==> src/rtl/pe_conf_ctx_loader.sv <==
// Multi-context PE configuration loader: streams INWD-bit beats into NCTX shadow
// contexts and swaps the active context at tile boundaries via req/ack.
module pe_conf_ctx_loader #(
  parameter  int CONFWD = 88,
  parameter  int INWD   = 16,
  parameter  int NCTX   = 2,
  localparam int NBEAT  = (CONFWD + INWD - 1) / INWD,
  localparam int CTXWD  = $clog2(NCTX)
) (
  input  logic              clk,
  input  logic              rst,
  input  logic              i_conf_dval,
  output logic              i_conf_rdy,
  input  logic [INWD-1:0]   i_conf_data,
  input  logic [CTXWD-1:0]  i_conf_ctx,
  input  logic              i_act_req,
  input  logic [CTXWD-1:0]  i_act_ctx,
  output logic              o_act_ack,
  input  logic              i_pe_busy,
  output logic [CONFWD-1:0] o_conf,
  output logic              o_conf_vld,
  output logic [NCTX-1:0]   o_ctx_vld,
  output logic [CTXWD-1:0]  o_act_idx
);

  localparam int CNTWD = (NBEAT > 1) ? $clog2(NBEAT) : 1;
  localparam int PADWD = NBEAT * INWD;

  typedef enum logic {IDLE, LOAD} state_e;

  state_e             state_q;
  logic [CNTWD-1:0]   cnt_q;
  logic [CTXWD-1:0]   ld_ctx_q;
  logic [CTXWD-1:0]   act_idx_q;
  logic [CONFWD-1:0]  ctx_q [NCTX];
  logic [CONFWD-1:0]  conf_q;
  logic               conf_vld_q;
  logic [NCTX-1:0]    ctx_vld_q;

  logic [CTXWD-1:0]   tgt;
  logic               beat_acc;
  logic               last_beat;
  logic               ack;
  logic [PADWD-1:0]   pad;
  logic [CONFWD-1:0]  wr_word;

  // The context in use by the PE must never be overwritten.
  assign tgt        = (state_q == IDLE) ? i_conf_ctx : ld_ctx_q;
  assign i_conf_rdy = ~(conf_vld_q && (tgt == act_idx_q));
  assign beat_acc   = i_conf_dval & i_conf_rdy;
  assign last_beat  = (cnt_q == CNTWD'(NBEAT - 1));
  assign ack        = ~rst & i_act_req & ctx_vld_q[i_act_ctx] & ~i_pe_busy &
                      ~((state_q == LOAD) && (ld_ctx_q == i_act_ctx));

  // Padded merge so the last beat's unused upper bits simply fall off.
  always_comb begin
    pad                              = '0;
    pad[CONFWD-1:0]                  = ctx_q[tgt];
    pad[int'(cnt_q)*INWD +: INWD]    = i_conf_data;
    wr_word                          = pad[CONFWD-1:0];
  end

  always_ff @(posedge clk) begin
    if (rst) begin
      state_q    <= IDLE;
      cnt_q      <= '0;
      ld_ctx_q   <= '0;
      act_idx_q  <= '0;
      conf_q     <= '0;
      conf_vld_q <= 1'b0;
      ctx_vld_q  <= '0;
      for (int i = 0; i < NCTX; i++) ctx_q[i] <= '0;
    end else begin
      if (ack) begin
        act_idx_q  <= i_act_ctx;
        conf_q     <= ctx_q[i_act_ctx];
        conf_vld_q <= 1'b1;
      end
      if (beat_acc) begin
        ctx_q[tgt] <= wr_word;
        if (state_q == IDLE) ld_ctx_q <= i_conf_ctx;
        if (last_beat) begin
          ctx_vld_q[tgt] <= 1'b1;
          cnt_q          <= '0;
          state_q        <= IDLE;
        end else begin
          if (state_q == IDLE) ctx_vld_q[tgt] <= 1'b0;
          cnt_q   <= cnt_q + 1'b1;
          state_q <= LOAD;
        end
      end
    end
  end

  assign o_act_ack  = ack;
  assign o_conf     = conf_q;
  assign o_conf_vld = conf_vld_q;
  assign o_ctx_vld  = ctx_vld_q;
  assign o_act_idx  = act_idx_q;

endmodule

==> config.mk <==
export PLATFORM = sky130hd
export DESIGN_NAME = pe_conf_ctx_loader
export DESIGN_NICKNAME = d
export VERILOG_FILES = /design/src/rtl/pe_conf_ctx_loader.sv
export SDC_FILE = /design/constraint.sdc
export NUM_CORES = 1
export LEC_CHECK = 0
export ABC_AREA = 1
export CAP_MARGIN = 20
export CELL_PAD_IN_SITES_DETAIL_PLACEMENT = 0
export CELL_PAD_IN_SITES_GLOBAL_PLACEMENT = 1
export CORE_MARGIN = 2
export CORE_UTILIZATION = 45
export CTS_BUF_LIST = sky130_fd_sc_hd__clkbuf_4 sky130_fd_sc_hd__clkbuf_8
export CTS_CLUSTER_DIAMETER = 150
export DETAILED_ROUTE_END_ITERATION = 8
export HOLD_SLACK_MARGIN = 0.15
export PLACE_DENSITY = 0.87
export SETUP_SLACK_MARGIN = 0.05
export SLEW_MARGIN = 10
export SYNTH_ARGS = -nofsm -noshare
export SYNTH_HDL_FRONTEND = slang
export SYNTH_SLANG_ARGS = --single-unit
export TNS_END_PERCENT = 5
==> constraint.sdc <==
create_clock -name clk -period 4.2 [get_ports clk]
set_input_delay 0.63 -clock clk [delete_from_list [all_inputs] [get_ports clk]]
set_output_delay 0.63 -clock clk [all_outputs]
set_load 0.01 [all_outputs]
=== After elaboration in Yosys (flattened, before gate mapping) ===
Memories as Yosys holds them, arrays and structs flattened. A register that Yosys moved wholly into a read port is not among the register bits.
Cells that the tools add are included.

* Memories kept: 1
* Bits in latches: 0
* Output and inout port bits: 94
* Bits in read-only memories: 0
* Input port bits: 23
* Register bits: 9
* Logic and storage cells: 53
* RAM bits: 176

{| class="wikitable"
|+ Memory list
! memory !! words !! width !! read ports !! clocked after memory_dff !! write ports !! line !! source
|-
| ctx_q || 2 || 88 || 2 || 1 || 2 || 35 || <nowiki>logic [CONFWD-1:0] ctx_q [NCTX];</nowiki>
|}

* Reductions and logical operators: 5
* $lt $le $gt $ge: 3
* Bitwise gates (word level): 12
* Div/mod/pow operators: 0
* Multiply operators: 0
* Mux-type cells: 18
* Shifts and indexed selects: 2
* $add $sub $neg: 2
* Equality and inequality tests: 4

{| class="wikitable"
|+ Operators by type and width
! cell !! count
|-
| $bwmux 96 || 1
|-
| $shift 16x33->96 const A || 1
|-
| $shiftx 16x33->96 || 1
|-
| $mux 88 || 1
|-
| $reduce_or 88->1 || 1
|-
| $neg 7->33 || 1
|-
| $mux 1 || 12
|-
| $and 1x1->1 || 5
|-
| $lt 1x2->1 const B || 2
|-
| $mux 2 || 2
|-
| $not 1->1 || 4
|-
| $add 3x1->3 const B || 1
|-
| $eq 3x3->1 const B || 1
|-
| $logic_and 1x1->1 || 3
|-
| $mux 3 || 1
|-
| $and 2x2->2 || 1
|-
| $eq 1x1->1 || 2
|-
| $ne 2x1->1 const B || 1
|-
| $not 2->2 || 1
|-
| $or 2x2->2 || 1
|-
| $reduce_and 2->1 || 1
|-
| $demux 1 s1 || 1
|-
| $ge 1x1->1 const B || 1
|}

=== Longest topological paths before layout ===
* Depth in word-level cells: 10
* Gate-level depth with buffers: 11
* Gate-level depth less buffers: 10

=== Least setup slack after synthesis ===
OpenSTA, ideal clock, no wires.

* Kind: in2reg
* Start point: input i_conf_ctx
* End point: memory ctx_q[0][0], enable pin
* Path buffers: 2
* Setup time: 0.449 ns
* Arrival: 3.416 ns
* Stages: 9
* Required time: 3.751 ns
* Slack: 0.335 ns
* Cell sequence: inv_1 -> nand2_1 -> nand2_2 -> nand2_1 -> nand3_4 -> nand4_4 -> buf_6 -> buf_6 -> nand2_1

{| class="wikitable"
|+ RTL lines
! what !! line !! source
|-
| from (decl) || 15 || <nowiki>input logic [CTXWD-1:0] i_conf_ctx,</nowiki>
|-
| to (decl) || 35 ||
|}

=== Worst setup path after layout ===
* Start point: input rst
* End point: output o_act_ack

* Word-level cells in the longest chain between the ends: 5

{| class="wikitable"
|+ Ends and longest elaborated chain
! what !! line !! source
|-
| from (decl) || 11 || <nowiki>input logic rst,</nowiki>
|-
| $not 1->1 || 52 || <nowiki>assign ack = ~rst & i_act_req & ctx_vld_q[i_act_ctx] & ~i_pe_busy &</nowiki>
|-
| $and 1x1->1 (4 in series) || 52 ||
|-
| to (decl) || 18 || <nowiki>output logic o_act_ack,</nowiki>
|}

No other way between the ends.

==> results.toml <==
[routing]
wl_per_cell_um = 16.09
drc_errors = 0
ant_nets = 0
vias_per_cell = 5.123
dr.pass1.iters = 5
routed_wirelength_um = 33360
dr.first_iter.drc_count = 850
vias = 10630

[run]
cap_violations = 0

[floorplan]
rows = 61
fp.dieW_um = 172.1
die_y_um = 172.1
dieArea_um2 = 29620
ios = 117
initial_core_util_pct = 45.78
core_region_area_um2 = 27780

[yosys]
synth_edf_count = 176
synth_ff_type = "edfxtp_1"
syn_area_per_cell_um2 = 8.106
seq_area_frac_synth_pct = 56.82
synthCells = 1569
synth_fp_nets = 1597
synthArstFlopShare_pct = 0
ys_types = 31
ys_warn_count = 0
ys_ff_latch = 273
syn_area_um2 = 12720

[setup_path]
slowest_delay_ns = 0.56
critical_path_class = "primary input to output pin"
crit_chain = "clkdlybuf4s50_1, inv_2, nand2_1, nor2_1, nand3_2, inv_2, clkdlybuf4s50_1"
cp-startpoint = "rst"
r2r_slack_ns = 1.52
r2r_start = "cnt_q[1]$_SDFFE_PP0P_"
crit_path_start_kind = "primary input"
worstPathArrival_ns = 2.37
end_kind = "output pin"
timing.rr.end = "ctx_q[0][0]$_SDFFCE_PN0P_"
cp_max_fo = 8
path_delay_family = "buffers and inverters"
worstPathRequired_ns = 3.57
cpMaxStageDelayCell = "clkdlybuf4s50_1"
ff2ff_path_depth = 8
critical_path_buf_inv_count = 4

[sta]
fin_skew_ns = 0.02596
finalCriticalPeriod_ns = 3.002
tightest_slew_ns = 1.164
tns_ns = 0
clock.fmax_mhz = 333.2
holdWs_ns = 0.4799
setup_viol = 0
rsz0062_at_grt = "false"
slew_violations = 0
fin_crit_sh_pct = 71.47
hold_viol = 0
slew_headroom_pct = 22.37

[cts]
clk_latency_ns = 0.57
holdBufCountCts = 0
htreeDepth = 2
cts_sinks = 273
path_clk_slew_ns = 0.05
cts_setup_buffers = 0
clockBufferDepth = 3
cts_tree = "built"
cts_resized = 0
cts_buffers = 48
clockRootBuffer = "clkbuf_8"

[min_path]
worstHoldPathCells = 2
min_to = "o_conf[70]$_SDFFE_PP0P_"
hp-class = "flop to flop"
hp-start = "o_conf[70]$_SDFFE_PP0P_"

[power]
p_leak_nw = 5.974
powerDensity_nw_per_um2 = 423.6
peakVddDrop_mv = 0.2820

[placed_design]
gp_congestion = 0.8068
dp_hpwl_um = 19850
portBuffers = 116

[global_route]
grt_pass1_wl_um = 53540
grt_usage_pct = 23.12
grt_pass1_vias = 10190
overflow = 0
antenna_found_initial = 1
grt_max_degree = 91

[finish]
final_util_pct = 54.36
nFillCells = 2644
insertedDiodeCount = 0
nNetsFinal = 1685
syn2layout_area_growth_pct = 18.74
drive_gt1_share_pct = 7.783

[status]
outcome = "finished clean"
## final cells by class
type                    instances  area (um2)  share of cell area (%)
multi-input cells            1137        4828                   31.97
clock buffers                  72       865.8                   5.733
repair buffers                140        1361                   9.014
well taps                     378       473.0                   3.132
inverters                      57       214.0                   1.417
flip-flops and latches        273        7227                   47.85
clock inverters                17       132.6                  0.8782
## cell families (layout without fill, tap and decap cells)
| group | Yosys count | count (layout) | synth area share [%] |
|---|---|---|---|
| compound gates | 255 | 255 | 10.11 |
| flops | 273 | 273 | 56.82 |
| buf+inv | 159 | 286 | 5.460 |
| fa+ha+maj | 5 | 5 | 0.4919 |
| simple gates | 876 | 876 | 27.04 |
| xor+xnor | 1 | 1 | 0.06888 |
## synthesized netlist by cell type (all sizes together), types with 3 or more instances
library cell	n	area, um2
edfxtp	176	5285
o21ai	215	1076
nand4	3	40.04
nand2	413	1553
clkbuf	43	161.4
inv	56	210.2
buf	59	319.0
dfxtp	97	1942
nor2	408	1561
a21oi	37	185.2
ha	5	62.56
nand3	49	262.8
## per-layer routing
metal	vias to the layer above	wire length [um]	track usage, %
met4	0	785	7.344
met2	398	15570	38.27
met1	4884	14350	30.80
met3	58	2659	4.395
li1	5286	-	-
met5	-	0	0
## tightest hold or removal path, delay by kind of cell (launching register included)
kind | cells | cell delay, ns
DFF | 1 | 0.32
and+or+nand+nor | 2 | 0.13
## metrics by stage
stage / instance area [um2] / std cells / worst slack (ns) / total power [mW]
5_1_grt: 15100 / 2074 / 1.071 / 6.682
6_report: 15100 / 2074 / 1.198 / 6.398
3_5_place_dp: 14100 / 1985 / 1.055 / 3.926
2_1_floorplan: 12720 / 1569 / 0.3349 / 3.658
4_1_cts: 15100 / 2074 / 1.202 / 6.437
3_3_place_gp: 14100 / 1985 / 1.115 / 3.908
## worst max-delay path by stage
stage	endpoint	slack, ns	cells past startpoint
floorplan	ctx_q[0][0]$_SDFFCE_PN0P_	0.33	9
global placement	ctx_q[1][68]$_SDFFCE_PN0P_	1.12	7
detailed placement	ctx_q[1][2]$_SDFFCE_PN0P_	1.06	7
CTS	o_act_ack	1.20	7
global route	o_act_ack	1.07	7
finish	o_act_ack	1.20	7
## state kept, by name, summed over array words and instances (netlist names), named ones only
register	cells
cnt_q	3
ctx_q	176
o_conf_vld	1
ld_ctx_q	1
state_q	1
o_act_idx	1
o_conf	88
## where the power goes
| group | internal [mW] | switching (mW) |
|---|---|---|
| Combinational | 0.254 | 0.534 |
| Sequential | 3.02 | 0.0677 |
| Clock | 1.44 | 1.08 |
## cell usage in the layout (no fill, tap or decap), types with 20 or more instances in the layout
master	instances
inv_1	51
o21ai_1	20
dfxtp_1	97
clkbuf_4	20
edfxtp_1	176
nand3_1	47
nand2_1	409
clkdlybuf4s50_1	115
clkbuf_8	52
nor2_1	398
o21ai_0	195
buf_4	22
a21oi_1	37
Power figures use the tool's default switching activity.
